**src/rtl/exc_seq_pkg.sv**
```systemverilog
// Shared encodings for the exception/ERET redirect sequencer.
package exc_seq_pkg;

    typedef enum logic [1:0] {
        StIdle  = 2'd0,
        StDrain = 2'd1,
        StRedir = 2'd2
    } state_e;

    typedef enum logic {
        KindExc  = 1'b0,
        KindEret = 1'b1
    } kind_e;

    localparam logic [31:0] DefaultHandlerPc = 32'h0000_4180;

endpackage

```
**src/rtl/exc_seq.sv**
```systemverilog
// Exception/ERET redirect sequencer: waits for memory traffic to drain, then flushes and redirects.
// Defining EXC_SEQ_CNT_EN adds a counter of exception redirects on exc_count.
module exc_seq
    import exc_seq_pkg::*;
#(
    parameter logic [31:0] HANDLER_PC = DefaultHandlerPc,
    parameter logic [7:0]  DRAIN_MAX  = 8'd255
) (
    input  logic        clk,
    input  logic        reset,
    input  logic        req_i,
    input  logic        eret_m,
    input  logic [31:0] epc_i,
    input  logic        mem_busy,
    output logic        hold,
    output logic        flush,
    output logic        redirect_valid,
    output logic [31:0] redirect_pc,
    output logic        exl_clr,
    output logic        drain_timeout,
    output logic [31:0] exc_count
);

    // Counter value seen in the last drain cycle allowed before forcing the redirect.
    localparam logic [7:0] DrainLast = DRAIN_MAX - 8'd1;

    state_e      state_q, state_d;
    kind_e       kind_q, kind_d;
    logic [31:0] target_q, target_d;
    logic [7:0]  drain_cnt_q, drain_cnt_d;
    logic        timeout_q, timeout_d;

    always_ff @(posedge clk) begin
        if (reset) begin
            state_q     <= StIdle;
            kind_q      <= KindExc;
            target_q    <= '0;
            drain_cnt_q <= '0;
            timeout_q   <= 1'b0;
        end else begin
            state_q     <= state_d;
            kind_q      <= kind_d;
            target_q    <= target_d;
            drain_cnt_q <= drain_cnt_d;
            timeout_q   <= timeout_d;
        end
    end

    always_comb begin
        state_d     = state_q;
        kind_d      = kind_q;
        target_d    = target_q;
        drain_cnt_d = drain_cnt_q;
        timeout_d   = timeout_q;
        unique case (state_q)
            StIdle: begin
                // An exception request takes priority over a simultaneous ERET.
                if (req_i || eret_m) begin
                    kind_d      = req_i ? KindExc : KindEret;
                    target_d    = req_i ? HANDLER_PC : epc_i;
                    drain_cnt_d = '0;
                    state_d     = mem_busy ? StDrain : StRedir;
                end
            end
            StDrain: begin
                if (!mem_busy) begin
                    state_d = StRedir;
                end else if (drain_cnt_q == DrainLast) begin
                    state_d   = StRedir;
                    timeout_d = 1'b1;
                end else begin
                    drain_cnt_d = drain_cnt_q + 8'd1;
                end
            end
            StRedir: state_d = StIdle;
            default: state_d = StIdle;
        endcase
    end

    always_comb begin
        hold           = 1'b0;
        flush          = 1'b0;
        redirect_valid = 1'b0;
        redirect_pc    = '0;
        exl_clr        = 1'b0;
        unique case (state_q)
            StDrain: hold = 1'b1;
            StRedir: begin
                flush          = 1'b1;
                redirect_valid = 1'b1;
                redirect_pc    = target_q;
                exl_clr        = (kind_q == KindEret);
            end
            default: ;
        endcase
    end

    assign drain_timeout = timeout_q;

`ifdef EXC_SEQ_CNT_EN
    logic [31:0] exc_count_q;

    always_ff @(posedge clk) begin
        if (reset) begin
            exc_count_q <= '0;
        end else if (state_q == StRedir && kind_q == KindExc) begin
            exc_count_q <= exc_count_q + 32'd1;
        end
    end

    assign exc_count = exc_count_q;
`else
    assign exc_count = '0;
`endif

endmodule

```
**config.mk**
```make
export PLATFORM = sky130hd
export DESIGN_NAME = exc_seq
export DESIGN_NICKNAME = d
export VERILOG_FILES = /design/src/rtl/exc_seq_pkg.sv /design/src/rtl/exc_seq.sv
export SDC_FILE = /design/constraint.sdc
export NUM_CORES = 1
export LEC_CHECK = 0
export BUFFER_PORTS_ARGS = -buffer_cell sky130_fd_sc_hd__buf_2
export CORE_MARGIN = 5
export CORE_UTILIZATION = 35
export CTS_BUF_LIST = sky130_fd_sc_hd__clkbuf_2
export DETAILED_ROUTE_END_ITERATION = 16
export GPL_ROUTABILITY_DRIVEN = 0
export GPL_TIMING_DRIVEN = 1
export PLACE_DENSITY = 0.74
export SYNTH_ARGS = -nofsm -noshare
export SYNTH_HDL_FRONTEND = slang
export SYNTH_SLANG_ARGS = --single-unit
```
**constraint.sdc**
```tcl
create_clock -name clk -period 2.2 [get_ports clk]
set_input_delay 0.11 -clock clk [delete_from_list [all_inputs] [get_ports clk]]
set_output_delay 0.11 -clock clk [all_outputs]
set_load 0.02 [all_outputs]
```
==> run summary <==
result of the run - complete, no violations
Die Y-Extent - 90.86 µm
pin count of the biggest net entering global routing - 36
post-synth top area share - 38.49%
count of cell types in the netlist - 30
Post-Place Worst Slack - 332.2 ps
adder and majority cell fraction of the synthesized area - 1.093%
library cell with the highest instance count after synthesis - sky130_fd_sc_hd__dfxtp_1
library cell with the largest summed area after synthesis - sky130_fd_sc_hd__dfxtp_1
count of boundary I/O pins - 106
power density cells - 511.8 nW/µm²
maximum vdd ir drop - 0.2679 mV
number of logic stages on the critical path including buffering - 6
worst-path maximum fanout - 11
Layout area overhead - 29.85%
number of cells traversed by the worst register-to-register path - 6
number of DRC violations after detailed routing - 0
sum of net half-perimeters after detailed placement - 3935 µm
number of enable flip-flop cells after synthesis - 0
clock-pin slew on the worst setup and hold paths - 220 ps
grt total ovfl - 0
min setup slack post-route - 233.5 ps
critical path launch point - drain_cnt_q[0]
critical path buffer and inverter count - 1
area fraction in compound gates after synthesis - 11.76%
number of port buffers - 73
Slew @ Worst Pin - 692.3 ps
setup repair after global routing missed its margin - false
number of global-route vias before repair - 2141
largest family of logic cells by synthesized area - simple AND/OR/NAND/NOR gates
minimum setup slack among reg-to-reg paths - 230 ps
total track usage - 14.40%
Die X-Extent - 90.86 µm
Gate Count Post-Synth - 286
clock sink count - 44
crit path capture - drain_cnt_q[4]
Max Freq - 508.5 MHz
time the final worst path needs with I/O delays and setup - 1966 ps
Final TNS setup - 0 ps
Core Footprint - 6350 µm²
combined area of the multi-input logic cells - 1196 µm²
Placed Cells - 422
headroom to the max-slew limit - 53.53%
number of iterations in the first detailed-routing pass - 4
number of inserted filler cells in the final layout - 622
mux cell area share after synthesis - 0%
synthesized cell area - 2288 µm²
Setup violations, final - 0
Ant. Diodes - 0
ys async rst share - 0%
startpoint of the lowest-slack register-to-register path - drain_cnt_q[0]
min-delay worst type - in -> reg
crit share post-route - 89.39%
total power of the final layout - 1.521 mW
final net count - 424
number of hold violations in the final report - 0
total number of H-tree levels - 2
FP Rows - 29
number of synthesized register bits - 44
kind of launch point of the worst setup path - flop
nature of the critical path endpoint - flop
clk_lat worst skew - 390 ps
effective utilization at floorplan - 36.04%
Req. time, crit path - 2490 ps
arrival time worst endpoint - 2260 ps
Seq. cell area - 880.8 µm²
total via count in the routed design - 2176
Leakage Power - 1.339 nW
antenna-violating nets left - 0
area enclosed by the die boundary - 8256 µm²
number of standard cells in the final layout excluding fillers - 463
deepest clock path buffer count - 2
type of the worst setup path - reg -> reg
share of the core filled with cells in the final layout - 46.80%
kind of cell adding the most delay to the critical path - compound AO/OA/AOI/OAI gates
leading cell types by total area after synthesis - sky130_fd_sc_hd__dfxtp_1 (38%), sky130_fd_sc_hd__buf_4 (11%), sky130_fd_sc_hd__nand3b_1 (9.5%)
critical register-to-register path endpoint - drain_cnt_q[4]
Critical Path Slowest Stage Cell - sky130_fd_sc_hd__o21ai_1
first-pass GRT wire length - 9963 µm
number of clock buffers inserted by TritonCTS - 5
ordered cell list for the critical path - inv_1 > ha_1 > nand3_1 > o21ai_1 > nand2_1 > a311oi_1
Yosys warnings - 0
number of antenna violations at the first check in global routing - 0
root buffer cell - sky130_fd_sc_hd__clkbuf_2
Critical Path Max Stage Delay - 580 ps
clock tree from TritonCTS - built
list of most frequent post-synthesis cells - sky130_fd_sc_hd__dfxtp_1 (44), sky130_fd_sc_hd__a21oi_1 (36), sky130_fd_sc_hd__buf_4 (34)
Routed wire per std cell - 12.86 µm
sequential element share of the synthesized area - 38.49%
primary flip-flop cell chosen by synthesis mapping - sky130_fd_sc_hd__dfxtp_1
XOR/XNOR share of the synthesized area - 0%
initial DRC count - 87
Slew Viols, Final - 0
area fraction in and, or, nand and nor cells after synthesis - 33.57%
layout cells sized above 1 - 23.32%
final wirelength - 5952 µm
Max Clock Skew - 22.34 ps
mean cell area of the mapped netlist - 8.002 µm²
via/cell ratio - 4.700
max-cap violation count - 0
-- layer usage --
| layer | vias to the layer above | track usage (%) | wire length, µm |
|---|---|---|---|
| met5 | - | 0 | 0 |
| met4 | 0 | 3.178 | 44 |
| met3 | 6 | 4.750 | 528 |
| met2 | 81 | 26.27 | 2922 |
| met1 | 987 | 16.12 | 2456 |
| li1 | 1102 | - | - |
-- worst register-to-register path, delay by kind of cell (launching register included) --
kind / cells / cell delay, ps
AOI/OAI and AO/OA: 2 / 890
adders and majority gates: 1 / 160
buffers and inverters: 1 / 90
DFF: 1 / 390
and+or+nand+nor: 2 / 340
-- what timing repair did --
action,in CTS,in global routing
gates resized for setup,0,1
setup endpoints to repair,0,4
buffers inserted,0,0
hold buffers,33,0
endpoints found under the hold margin,33,0
-- cell type report --
class	count	share of cell area, %
multi-input combinational	218	40.25
sequential	44	29.64
clock inverter	3	0.4632
timing repair buffer	113	25.18
inverter	3	0.3789
clock buffer	5	0.8421
tap	77	3.242
-- worst min path at each step --
| stage | startpoint | depth (start not counted) | slack (ps) | to |
|---|---|---|---|---|
| finish | eret_m | 5 | 200 | state_q[1] |
| floorplan | mem_busy | 1 | 260 | state_q[0] |
| detailed placement | epc_i[29] | 3 | 390 | target_q[29] |
| CTS | eret_m | 5 | 160 | state_q[1] |
| global placement | epc_i[7] | 3 | 380 | target_q[7] |
| global route | req_i | 3 | 210 | kind_q |
-- stage by stage --
stage / hold slack, ps / area (µm²)
final: 197.7 / 2972
after global routing: 212.9 / 2972
after CTS: 161.0 / 2967
after detailed placement: 388.2 / 2597
after global placement: 383.2 / 2597
after floorplan: 255.9 / 2405
-- report_power, final --
| group | internal, mW | total, mW | switching, mW |
|---|---|---|---|
| clock network | 0.0716 | 0.324 | 0.252 |
| logic | 0.134 | 0.341 | 0.206 |
| registers | 0.837 | 0.856 | 0.0198 |
| total | 1.04 | 1.52 | 0.478 |
-- registers in the layout, summed over array words and instances (netlist names) --
name / cells
drain_timeout: 1
target_q: 32
drain_cnt_q: 8
state_q: 2
kind_q: 1
-- cells by family after synthesis --
group,Yosys count
simple gates,135
buf+inv,55
compound gates,49
flops,44
fa+ha+maj,2
other cells,1
-- placed cells by master (no fill, tap or decap), types with 2 or more instances in the layout --
cell and n:
sky130_fd_sc_hd__buf_2 73, sky130_fd_sc_hd__dfxtp_1 44, sky130_fd_sc_hd__a21oi_1 36, sky130_fd_sc_hd__and2_1 33
sky130_fd_sc_hd__nand2_1 33, sky130_fd_sc_hd__dlygate4sd3_1 33, sky130_fd_sc_hd__conb_1 32, sky130_fd_sc_hd__nand3b_1 29
sky130_fd_sc_hd__nor2_1 9, sky130_fd_sc_hd__nand3_1 8, sky130_fd_sc_hd__nor3_1 8, sky130_fd_sc_hd__buf_4 7
sky130_fd_sc_hd__or3_1 5, sky130_fd_sc_hd__clkbuf_2 5, sky130_fd_sc_hd__inv_1 3, sky130_fd_sc_hd__and3_1 3
sky130_fd_sc_hd__o21ai_0 3, sky130_fd_sc_hd__a31oi_1 3, sky130_fd_sc_hd__nand4_1 2, sky130_fd_sc_hd__a311oi_1 2
sky130_fd_sc_hd__ha_1 2, sky130_fd_sc_hd__clkinv_2 2
No activity file was read; power rests on OpenSTA's default activity.
